$ cat src/rtl/crc_pkg.sv
// Shared CRC-8 definitions for the serializer and the downstream checker:
// CRC register type, serializer state encoding and default polynomial/seed.
package crc_pkg;

    typedef logic [7:0] crc8_t;

    typedef enum logic [1:0] {
        IDLE   = 2'd0,
        SHIFT  = 2'd1,
        APPEND = 2'd2
    } ser_state_t;

    localparam crc8_t CRC8_POLY = 8'h07;
    localparam crc8_t CRC8_INIT = 8'h00;

endpackage

$ cat src/rtl/crc8_step.sv
// Single-bit CRC-8 update (MSB-first, x^8 implicit). Purely combinational so
// the same block can sit in the serializer and in the downstream checker.
module crc8_step
    import crc_pkg::*;
(
    input  crc8_t crc_i,
    input  logic  bit_i,
    input  crc8_t poly_i,
    output crc8_t crc_o
);

    logic fb;

    // Feedback is the outgoing CRC MSB xor'd with the incoming data bit.
    always_comb begin
        fb    = crc_i[7] ^ bit_i;
        crc_o = {crc_i[6:0], 1'b0} ^ (fb ? poly_i : 8'h00);
    end

endmodule

$ cat src/rtl/crc_serializer.sv
// Byte-to-bit serializer with running CRC-8 over the data stream.
// Build option: define CRC_SERIALIZER_APPEND_EN to append the CRC byte to each
// frame; without it the CRC is only reported on crc_out/crc_done.
//
// state  | meaning
// IDLE   | no frame in flight, ready for the first byte of a frame
// SHIFT  | presenting data bits; bit_valid=0 here means waiting for the next byte
// APPEND | presenting the 8 CRC bits (only with CRC_SERIALIZER_APPEND_EN)
module crc_serializer
    import crc_pkg::*;
#(
    parameter crc8_t POLY = CRC8_POLY,
    parameter crc8_t INIT = CRC8_INIT
) (
    input  logic       clock,
    input  logic       reset_n,
    input  logic [7:0] in_data,
    input  logic       in_valid,
    input  logic       in_last,
    output logic       in_ready,
    output logic       bit_out,
    output logic       bit_valid,
    input  logic       out_ready,
    output logic       frame_sof,
    output logic       frame_eof,
    output crc8_t      crc_out,
    output logic       crc_done,
    output logic       busy
);

    ser_state_t state_q, state_d;
    logic [6:0] rest_q, rest_d;          // bits still to send after bit_out
    logic [2:0] bit_cnt_q, bit_cnt_d;
    crc8_t      crc_q, crc_d;
    crc8_t      crc_out_q, crc_out_d;
    crc8_t      crc_step;
    logic       last_q, last_d;
    logic       bit_out_q, bit_out_d;
    logic       bit_valid_q, bit_valid_d;
    logic       sof_q, sof_d;
    logic       eof_q, eof_d;
    logic       crc_done_q, crc_done_d;
    logic       busy_q;
    logic       accept;

    crc8_step u_step (
        .crc_i  (crc_q),
        .bit_i  (bit_out_q),
        .poly_i (POLY),
        .crc_o  (crc_step)
    );

    // Ready while idle, while starved between bytes, or when the 8th bit of a
    // non-last byte leaves this cycle; held low during reset.
    always_comb begin
        in_ready = reset_n &&
                   ((state_q == IDLE) ||
                    (state_q == SHIFT && !bit_valid_q) ||
                    (state_q == SHIFT && bit_cnt_q == 3'd7 && out_ready && !last_q));
        accept   = in_valid && in_ready;
    end

    // Next-state and registered-output computation.
    always_comb begin
        state_d     = state_q;
        rest_d      = rest_q;
        bit_cnt_d   = bit_cnt_q;
        crc_d       = crc_q;
        last_d      = last_q;
        bit_out_d   = bit_out_q;
        bit_valid_d = bit_valid_q;
        sof_d       = sof_q;
        eof_d       = eof_q;
        crc_out_d   = crc_out_q;
        crc_done_d  = 1'b0;
        case (state_q)
            IDLE: begin
                if (accept) begin
                    state_d     = SHIFT;
                    rest_d      = in_data[6:0];
                    bit_cnt_d   = 3'd0;
                    crc_d       = INIT;
                    last_d      = in_last;
                    bit_out_d   = in_data[7];
                    bit_valid_d = 1'b1;
                    sof_d       = 1'b1;
                    eof_d       = 1'b0;
                end
            end
            SHIFT: begin
                if (!bit_valid_q) begin
                    if (accept) begin
                        rest_d      = in_data[6:0];
                        bit_cnt_d   = 3'd0;
                        last_d      = in_last;
                        bit_out_d   = in_data[7];
                        bit_valid_d = 1'b1;
                    end
                end else if (out_ready) begin
                    crc_d = crc_step;
                    sof_d = 1'b0;
                    if (bit_cnt_q != 3'd7) begin
                        rest_d    = {rest_q[5:0], 1'b0};
                        bit_cnt_d = bit_cnt_q + 3'd1;
                        bit_out_d = rest_q[6];
`ifndef CRC_SERIALIZER_APPEND_EN
                        eof_d     = last_q && (bit_cnt_q == 3'd6);
`endif
                    end else if (last_q) begin
                        crc_out_d  = crc_step;
                        crc_done_d = 1'b1;
                        bit_cnt_d  = 3'd0;
                        eof_d      = 1'b0;
`ifdef CRC_SERIALIZER_APPEND_EN
                        state_d     = APPEND;
                        bit_out_d   = crc_step[7];
                        bit_valid_d = 1'b1;
`else
                        state_d     = IDLE;
                        bit_out_d   = 1'b0;
                        bit_valid_d = 1'b0;
`endif
                    end else if (accept) begin
                        rest_d    = in_data[6:0];
                        bit_cnt_d = 3'd0;
                        last_d    = in_last;
                        bit_out_d = in_data[7];
                    end else begin
                        bit_cnt_d   = 3'd0;
                        bit_out_d   = 1'b0;
                        bit_valid_d = 1'b0;
                    end
                end
            end
`ifdef CRC_SERIALIZER_APPEND_EN
            APPEND: begin
                if (out_ready) begin
                    if (bit_cnt_q == 3'd7) begin
                        state_d     = IDLE;
                        bit_cnt_d   = 3'd0;
                        bit_out_d   = 1'b0;
                        bit_valid_d = 1'b0;
                        eof_d       = 1'b0;
                    end else begin
                        bit_cnt_d = bit_cnt_q + 3'd1;
                        bit_out_d = crc_out_q[3'd6 - bit_cnt_q];
                        eof_d     = (bit_cnt_q == 3'd6);
                    end
                end
            end
`endif
            default: state_d = IDLE;
        endcase
    end

    // State and output registers; a reset drops any frame in flight.
    always_ff @(posedge clock or negedge reset_n) begin
        if (!reset_n) begin
            state_q     <= IDLE;
            rest_q      <= '0;
            bit_cnt_q   <= '0;
            crc_q       <= '0;
            last_q      <= 1'b0;
            bit_out_q   <= 1'b0;
            bit_valid_q <= 1'b0;
            sof_q       <= 1'b0;
            eof_q       <= 1'b0;
            crc_out_q   <= '0;
            crc_done_q  <= 1'b0;
            busy_q      <= 1'b0;
        end else begin
            state_q     <= state_d;
            rest_q      <= rest_d;
            bit_cnt_q   <= bit_cnt_d;
            crc_q       <= crc_d;
            last_q      <= last_d;
            bit_out_q   <= bit_out_d;
            bit_valid_q <= bit_valid_d;
            sof_q       <= sof_d;
            eof_q       <= eof_d;
            crc_out_q   <= crc_out_d;
            crc_done_q  <= crc_done_d;
            busy_q      <= (state_d != IDLE);
        end
    end

    // Output wiring.
    always_comb begin
        bit_out   = bit_out_q;
        bit_valid = bit_valid_q;
        frame_sof = sof_q;
        frame_eof = eof_q;
        crc_out   = crc_out_q;
        crc_done  = crc_done_q;
        busy      = busy_q;
    end

endmodule

$ cat config.mk
export PLATFORM = sky130hd
export DESIGN_NAME = crc_serializer
export DESIGN_NICKNAME = d
export VERILOG_FILES = /design/src/rtl/crc_pkg.sv /design/src/rtl/crc8_step.sv /design/src/rtl/crc_serializer.sv
export SDC_FILE = /design/constraint.sdc
export NUM_CORES = 1
export LEC_CHECK = 0
export BUFFER_PORTS_ARGS = -buffer_cell sky130_fd_sc_hd__clkbuf_2
export CELL_PAD_IN_SITES_DETAIL_PLACEMENT = 1
export CELL_PAD_IN_SITES_GLOBAL_PLACEMENT = 1
export CORE_ASPECT_RATIO = 1.5
export CORE_UTILIZATION = 26
export CTS_CLUSTER_SIZE = 24
export DETAILED_ROUTE_END_ITERATION = 8
export PLACE_DENSITY_LB_ADDON = 0.1
export SYNTH_ARGS = -nofsm -noshare
export SYNTH_HDL_FRONTEND = slang
export SYNTH_SLANG_ARGS = --single-unit
$ cat constraint.sdc
create_clock -name clock -period 3.2 [get_ports clock]
set_input_delay 0.64 -clock clock [delete_from_list [all_inputs] [get_ports clock]]
set_output_delay 0.64 -clock clock [all_outputs]
set_load 0.05 [all_outputs]
==> impl_metrics.yaml, run 1 <==
sta:
  rsz0062_at_grt: "no"
  fin_crit_sh: 0.766
  skew_ns: 0.00296
  timing.final.crit_period_ns: 2.45
  tns_ns: 0
  hold_violations: 0
  tightest_slew_ns: 0.551
  setup_viol: 0
  fin_ws_ns: 0.748
  max_freq_mhz: 408
  maxSlewHeadroom: 0.632
  slew_violations: 0
logic_synthesis:
  synth_top_area_share: 0.529
  syn_area_per_cell_um2: 10.7
  async_reset_ff_frac: 1.00
  synthesis.area_um2: 1660
  syn_nets: 171
  synth-seq-area-share: 0.529
  synthCells: 155
  post-synth-top-area-cell: "dfrtp_1"
  synthTopCellsByArea: "dfrtp_1 53%, nand2_1 4.8%, o21ai_0 3.6%, mux2_2 3.4%, a31oi_4 2.6%"
  synth.distinct_cells: 37
  synth-main-ff-cell: "dfrtp_1"
  synth-seq-cells: 35
  synth_edf_count: 0
  ys_warn_count: 0
pwr:
  power_uw: 1020
  p_per_area_nw_per_um2: 526
  leakage_uw: 0.000896
  ir_drop_uv: 242
detailed_routing:
  drc: 0
  routed-via-count: 1236
  routedWlPerCell_um: 15.4
  viasPerCell: 4.81
  drt-total-wl_mm: 3.96
  ant_nets: 0
  dr.pass1.iters: 4
  drt_first_iter_violations: 29
cts:
  cts_tree: "done"
  hold_buffers: 0
  cts-htree-levels: 2
  cts-root-buf: "clkbuf_8"
  clock_path_buffers: 2
  clock_latency_ns: 0.28
  clk_pin_slew_ns: 0.07
  cts_resized: 0
  cts_setup_buffers: 0
  cts-buffers-inserted: 5
  clock_sinks: 35
cells_and_area:
  diodes: 0
  final_cell_count_no_fill: 257
  drive_gt1_frac: 0.268
  postLayoutCoreUtil: 0.316
  mostFrequentLayoutCells: "35 x dfrtp_1, 27 x clkbuf_2, 21 x nand2_1, 12 x o21ai_0, 10 x inv_1"
  area_delta_synth_final_pct: 16.8
  fin_nets: 198
  final_common_cell: "dfrtp_1"
outcome:
  status: "finished clean"
global_routing:
  grt_pass1_vias: 1379
  antenna_found_initial: 0
  grt_util_all_layers: 0.134
  grt_pass1_wl_mm: 6.67
  grt_start_max_net_pins: 27
  gr-total-overflow: 0
placed_design:
  place.gp.congestion: 0.655
  post-dp-hpwl_mm: 3.04
  dp_slack_ns: 0.928
  dp.cells: 249
  portBuffers: 27
floorplan:
  dieWidth_um: 67.2
  num_rows: 35
  dieArea_um2: 6700
  start_util: 0.270
  coreArea_um2: 6130
  die-height_um: 99.8
  num_io_pins: 28
setup_path:
  worst_path_max_delay_cell: "dfrtp_1"
  regToRegSetupSlack_ns: 1.02
  startpoint_type: "flop"
  cp-end-kind: "primary output"
  critical_path.cell_chain: "ha_1 > ha_1 > nand3b_1 > a311oi_1 > clkbuf_2"
  crit_top_cell: "ha_1"
  max_stage_delay_ns: 0.38
  crit_type: "reg2out"
  cp_data_arrival_time_ns: 1.81
  cp_max_fo: 3
  required_ns: 2.56
worst_hold_path:
  hold_path.class: "in2async"
job:
  drv_cap: 0
-- cell usage after synthesis (2+ instances only) --
| master | count |
|---|---|
| dfrtp_1 | 35 |
| ha_1 | 3 |
| nand3b_1 | 3 |
| mux2_2 | 5 |
| o21ai_0 | 12 |
| xnor2_1 | 2 |
| buf_6 | 2 |
| a31oi_4 | 2 |
| inv_1 | 10 |
| nand2b_1 | 2 |
| nor2_1 | 8 |
| nand4_1 | 2 |
| o31ai_1 | 4 |
| buf_4 | 4 |
| nand2_1 | 21 |
| a21oi_1 | 6 |
| o32ai_1 | 2 |
| o21ai_1 | 2 |
| nand3_1 | 5 |
| buf_2 | 4 |
| a22o_1 | 2 |
| a221oi_1 | 3 |
| a311oi_1 | 2 |
-- kinds of logic (layout without fill, tap and decap cells) --
group                    after synthesis  count (layout)  synth area share
AO/OA/AOI/OAI                         42              42             0.188
XOR/XNOR                               3               3            0.0159
adder cells (fa/ha/maj)                3               3            0.0227
buffers and inverters                 20              48            0.0665
flip-flops                            35              35             0.529
multiplexers                           6               6            0.0408
other                                  1               1           0.00226
AND/OR/NAND/NOR                       45              45             0.135
-- per-stage QoR --
step,area (um^2),hold slack [ns]
2_1_floorplan,1660,0.344
3_3_place_gp,1830,0.469
3_5_place_dp,1830,0.477
4_1_cts,1930,0.257
5_1_grt,1930,0.247
6_report,1930,0.252
-- layer usage --
layer	vias up	track usage	wire length, um
li1	595	-	-
met1	614	0.144	1620
met2	22	0.242	2170
met3	5	0.0367	118
met4	0	0.0491	48
met5	-	0	0
-- final cells by class --
cell class | instances | area (um^2)
fill | 727 | 4200
sequential | 35 | 876
multi-input combinational | 100 | 671
timing repair buffer | 30 | 158
clock buffer | 8 | 100
tap | 74 | 92.6
inverter | 10 | 37.5
-- state kept, by name, indices dropped and copies added, names as in the netlist, 2 cells and up --
| signal | count |
|---|---|
| state_q | 2 |
| crc_q | 8 |
| crc_out | 8 |
| rest_q | 7 |
| bit_cnt_q | 3 |
-- power breakdown --
| group | leakage [uW] | switching (uW) | internal (uW) |
|---|---|---|---|
| sequential | 0.000456 | 30.5 | 484 |
| combinational | 0.000389 | 100 | 55.0 |
| clock | 0.0000515 | 151 | 196 |
-- critical path: cells and delay by family, from the launching register on --
kind,cells,cell delay [ns]
simple gates,1,0.18
compound gates,1,0.30
buf+inv,1,0.32
fa+ha+maj,2,0.36
flops,1,0.38
-- path summary, 6_finish.rpt --
kind / from / to / depth (start not counted)
max in group asynchronous: reset_n / crc_out[2] / 2
worst max register to register: state_q[0] / rest_q[3] / 5
worst max-delay path: bit_cnt_q[1] / in_ready / 5
min in group clock: frame_sof / frame_sof / 2
worst min register to register: frame_sof / frame_sof / 2
worst min-delay path: reset_n / frame_sof / 1
Power figures use the tool's default switching activity.
==> inputs of run 2 (changes only) <==
==> constraint.sdc (replaced) <==
create_clock -name clock -period 2.5 [get_ports clock]
set_input_delay 0.5 -clock clock [delete_from_list [all_inputs] [get_ports clock]]
set_output_delay 0.5 -clock clock [all_outputs]
set_load 0.05 [all_outputs]
==> run 2 against run 1 <==
Compared with the run above:
- flip-flop and latch count stayed put
- worst setup slack worse by 0.56 ns
- first-iteration DRC count is 45% higher
- non-clock buffer count is 2 higher
- sequential share of layout area is 0.20 points lower
- wire length is 2.2% higher
- sequential power is 28% higher
- cell area is 0.45% higher
- core utilization is 0.14 points higher
- count of clock-buffer cells in the layout is 2 lower
- register-to-register slack worse by 0.49 ns
- critical endpoint unchanged
- largest power group unchanged
- highest routed layer unchanged
==> impl_metrics.yaml, run 2 (synthesis gave the netlist of run 1 again) <==
outcome:
  status: "finished clean"
global_routing:
  grt_start_max_net_pins: 27
  gr-total-overflow: 0
  grt-busiest-layer: "met2"
  grt_pass1_wl_mm: 7.00
  use_met1: 0.151
  antenna_found_initial: 0
  met3_usage: 0.0344
  grt_pass1_vias: 1355
  grt_util_all_layers: 0.142
  use_met2: 0.259
placed_design:
  post-dp-hpwl_mm: 3.09
  place.gp.congestion: 0.674
  placed_area_um2: 1860
  portBuffers: 27
  dp_slack_ns: 0.479
pwr:
  power_frac_seq: 0.516
  p_per_area_nw_per_um2: 657
  swShare: 0.288
  clkPwrFrac: 0.324
  ir_drop_uv: 206
  leakage_uw: 0.000903
  power_uw: 1280
  combPwrFrac: 0.160
  internal-power_uw: 909
  p_switching_uw: 368
cts:
  cts-htree-levels: 2
  cts_resized: 0
  cts_setup_buffers: 0
  clock_sinks: 35
  clock_latency_ns: 0.28
  cts-root-buf: "clkbuf_8"
  cts_tree: "done"
  hold_buffers: 0
  cts-buffers-inserted: 5
  clock_path_buffers: 2
  clk_pin_slew_ns: 0.07
sta:
  slew_violations: 0
  timing.final.crit_period_ns: 2.31
  tns_ns: 0
  max_freq_mhz: 433
  tightest_slew_ns: 0.521
  rsz0062_at_grt: "no"
  hold_slack_ns: 0.185
  hold_violations: 0
  setup_viol: 0
  maxSlewHeadroom: 0.652
  fin_ws_ns: 0.188
  fin_crit_sh: 0.925
  skew_ns: 0.00776
floorplan:
  dieWidth_um: 67.2
  num_io_pins: 28
  num_rows: 35
  die-height_um: 99.8
  coreArea_um2: 6130
  start_util: 0.270
  dieArea_um2: 6700
detailed_routing:
  routed-via-count: 1239
  viasPerCell: 4.80
  routedWlPerCell_um: 15.7
  drt-total-wl_mm: 4.04
  drc: 0
  dr.pass1.iters: 4
  drt_first_iter_violations: 42
  ant_nets: 0
cells_and_area:
  area_delta_synth_final_pct: 17.3
  multi_input_area_um2: 677
  fill_cells: 725
  diodes: 0
  register_area_um2: 876
  fin_area_um2: 1940
  drive_gt1_frac: 0.283
  mostFrequentLayoutCells: "35 x dfrtp_1, 27 x clkbuf_2, 21 x nand2_1, 12 x o21ai_0, 10 x inv_1"
  final_common_cell: "dfrtp_1"
  fin_nets: 200
setup_path:
  reg2regPathDepth: 6
  required_ns: 2.00
  cp-end-kind: "primary output"
  worst_path_max_delay_cell: "dfrtp_1"
  critical_path.cell_chain: "ha_1 > ha_1 > nand3b_1 > a311oi_2 > clkbuf_2"
  cp_data_arrival_time_ns: 1.81
  cp_max_fo: 3
  crit_top_cell: "ha_1"
  crit_type: "reg2out"
  max_stage_delay_ns: 0.38
  startpoint_type: "flop"
job:
  drv_cap: 0
worst_hold_path:
  hold_path.class: "in2async"
[run 2: cell types whose count changed in the layout (fill, tap and decap cells not counted)]
| cell | delta |
|---|---|
| clkbuf_1 | -1 |
| clkbuf_8 | -1 |
| a311oi_2 | +1 |
| a311oi_1 | -1 |
| buf_4 | +2 |
| clkinv_2 | +1 |
[run 2: layout make-up]
class	count	area share
clock inverters	1	0.00258
multi-input cells	100	0.348
clock buffers	6	0.0425
flip-flops and latches	35	0.451
repair buffers	32	0.0889
inverters	10	0.0193
well taps	74	0.0476
[run 2: path summary, 6_finish.rpt]
path,from,end,slack [ns]
worst min register to register,crc_out[7],crc_out[7],0.49
worst min-delay path,reset_n,frame_sof,0.18
min in group clock,in_data[0],rest_q[0],0.44
worst max-delay path,bit_cnt_q[1],in_ready,0.19
worst max register to register,bit_cnt_q[1],crc_out[1],0.53
max in group asynchronous,reset_n,bit_out,1.98
[run 2: power by group through the flow]
stage | clock network (uW) | logic [uW] | registers (uW)
after floorplan | 0 | 122 | 685
after global placement | 0 | 204 | 667
after detailed placement | 0 | 209 | 671
after CTS | 436 | 210 | 660
after global routing | 459 | 230 | 668
final | 414 | 204 | 659
[run 2: layer usage]
| layer | share of wire | wire [um] | up-vias |
|---|---|---|---|
| met5 | 0 | 0 | - |
| met4 | 0.019 | 75 | 0 |
| met3 | 0.033 | 132 | 6 |
| met2 | 0.55 | 2230 | 22 |
| met1 | 0.40 | 1610 | 618 |
| li1 | - | - | 593 |
[run 2: through the flow]
| stage | util | std cells |
|---|---|---|
| after floorplan | - | 155 |
| after global placement | 0.303 | 251 |
| after detailed placement | 0.303 | 251 |
| after CTS | 0.317 | 258 |
| after global routing | 0.317 | 258 |
| final | 0.317 | 258 |
[run 2: worst max-delay path: cells and delay by family (launching register included)]
kind / cells / cell delay, ns
AO/OA/AOI/OAI: 1 / 0.30
adder cells (fa/ha/maj): 2 / 0.35
flip-flops: 1 / 0.38
AND/OR/NAND/NOR: 1 / 0.19
buffers and inverters: 1 / 0.31
==> inputs of run 3 (changes only) <==
--- a/config.mk
+++ b/config.mk
@@ -8,11 +8,11 @@
 export BUFFER_PORTS_ARGS = -buffer_cell sky130_fd_sc_hd__clkbuf_2
 export CELL_PAD_IN_SITES_DETAIL_PLACEMENT = 1
 export CELL_PAD_IN_SITES_GLOBAL_PLACEMENT = 1
-export CORE_ASPECT_RATIO = 1.5
+export CORE_ASPECT_RATIO = 0.6
 export CORE_UTILIZATION = 26
 export CTS_CLUSTER_SIZE = 24
 export DETAILED_ROUTE_END_ITERATION = 8
-export PLACE_DENSITY_LB_ADDON = 0.1
+export PLACE_DENSITY = 0.6
 export SYNTH_ARGS = -nofsm -noshare
 export SYNTH_HDL_FRONTEND = slang
 export SYNTH_SLANG_ARGS = --single-unit
==> run 3 against run 2 <==
Compared with the run above:
- global-route usage decreased by 1.8 points
- fmax decreased by 0.22%
- clock skew increased by 0.0043 ns
- sequential share of layout area decreased by 0.058 points
- largest cell class unchanged
- highest routed layer unchanged
==> impl_metrics.yaml, run 3 (synthesis gave the netlist of run 1 again) <==
cts:
  cts-root-buf: "clkbuf_8"
  cts_resized: 0
  cts-htree-levels: 2
  clk_pin_slew_ns: 0.08
  clock_path_buffers: 2
  clock_sinks: 35
  hold_buffers: 0
  cts_tree: "done"
  cts-buffers-inserted: 5
  cts_setup_buffers: 0
  clock_latency_ns: 0.29
global_routing:
  grt_start_max_net_pins: 35
  antenna_found_initial: 0
  grt_pass1_vias: 1252
  gr-total-overflow: 0
  grt_pass1_wl_mm: 6.39
  grt_util_all_layers: 0.124
floorplan:
  num_rows: 22
  dieArea_um2: 6710
  num_io_pins: 28
  start_util: 0.270
  dieWidth_um: 105
  die-height_um: 63.8
  coreArea_um2: 6140
cells_and_area:
  drive_gt1_frac: 0.277
  postLayoutCoreUtil: 0.317
  fill_cells: 701
  final_cell_count_no_fill: 268
  mostFrequentLayoutCells: "35 x dfrtp_1, 27 x clkbuf_2, 21 x nand2_1, 12 x o21ai_0, 10 x inv_1"
  area_delta_synth_final_pct: 17.4
  final_common_cell: "dfrtp_1"
  diodes: 0
  fin_nets: 199
sta:
  rsz0062_at_grt: "no"
  setup_viol: 0
  max_freq_mhz: 432
  tns_ns: 0
  maxSlewHeadroom: 0.650
  fin_crit_sh: 0.927
  slew_violations: 0
  hold_violations: 0
  skew_ns: 0.0120
  tightest_slew_ns: 0.521
  timing.final.crit_period_ns: 2.32
placed_design:
  place.gp.congestion: 0.757
  post-dp-hpwl_mm: 2.68
  portBuffers: 27
  dp.cells: 260
pwr:
  power_uw: 1260
  ir_drop_uv: 175
  leakage_uw: 0.000892
  p_per_area_nw_per_um2: 647
setup_path:
  worst-path-stages: 5
  crit_top_cell: "ha_1"
  max_stage_delay_ns: 0.38
  critPathBufInv: 1
  critPathTopFamily: "flip-flops"
  startpoint_type: "flop"
  required_ns: 2.00
  cp_max_fo: 3
  regToRegSetupSlack_ns: 0.57
  cp_data_arrival_time_ns: 1.82
  worst_path_max_delay_cell: "dfrtp_1"
  crit_type: "reg2out"
  reg2regPathDepth: 6
  critical_path.cell_chain: "ha_1 > ha_1 > nand3b_1 > a311oi_2 > clkbuf_2"
  cp-end-kind: "primary output"
outcome:
  status: "finished clean"
worst_hold_path:
  hold_path.class: "in2async"
detailed_routing:
  viasPerCell: 4.40
  dr.pass1.iters: 4
  routedWlPerCell_um: 13.6
  drc: 0
  drt_first_iter_violations: 32
  drt-total-wl_mm: 3.66
  routed-via-count: 1180
  ant_nets: 0
job:
  drv_cap: 0
## run 3: cell count changes in the layout (fill, tap and decap cells not counted), sizes merged
cell | previous run | this run
clkinvlp | 0 | 1
buf | 5 | 4
## run 3: layer usage
| metal | vias up | wire (um) | track usage |
|---|---|---|---|
| met5 | - | 0 | 0 |
| met4 | 0 | 35 | 0.0528 |
| met3 | 2 | 114 | 0.0235 |
| met2 | 19 | 1570 | 0.177 |
| met1 | 564 | 1940 | 0.180 |
| li1 | 595 | - | - |
## run 3: power breakdown
part / internal (uW) / total (uW) / switching (uW)
Combinational: 72.0 / 201 / 129
Sequential: 620 / 657 / 37.3
Clock: 195 / 400 / 206
Total: 886 / 1260 / 372
## run 3: path summary, 6_finish.rpt
check | startpoint | to
worst min-delay path | reset_n | frame_sof
max in group asynchronous | reset_n | crc_out[4]
min in group clock | in_data[0] | rest_q[0]
worst max-delay path | bit_cnt_q[1] | in_ready
worst max register to register | bit_cnt_q[1] | crc_out[3]
worst min register to register | frame_sof | frame_sof
## run 3: final cells by class
class                           instances  area [um^2]  share of cell area
Timing Repair Buffer                   31          165              0.0849
Clock inverter                          2         12.5             0.00643
Inverter                               10         37.5              0.0193
Clock buffer                            6         72.6              0.0373
Multi-Input combinational cell        100          677               0.348
Tap cell                               84          105              0.0540
Sequential cell                        35          876               0.450
## run 3: through the flow
| stage | cell area (um^2) | hold slack [ns] | worst slack [ns] |
|---|---|---|---|
| after detailed placement | 1860 | 0.333 | 0.475 |
| final | 1950 | 0.0280 | 0.183 |
| after CTS | 1950 | 0.0248 | 0.155 |
| after floorplan | 1660 | 0.204 | 0.237 |
| after global placement | 1860 | 0.330 | 0.503 |
| after global routing | 1950 | 0.0306 | 0.0919 |
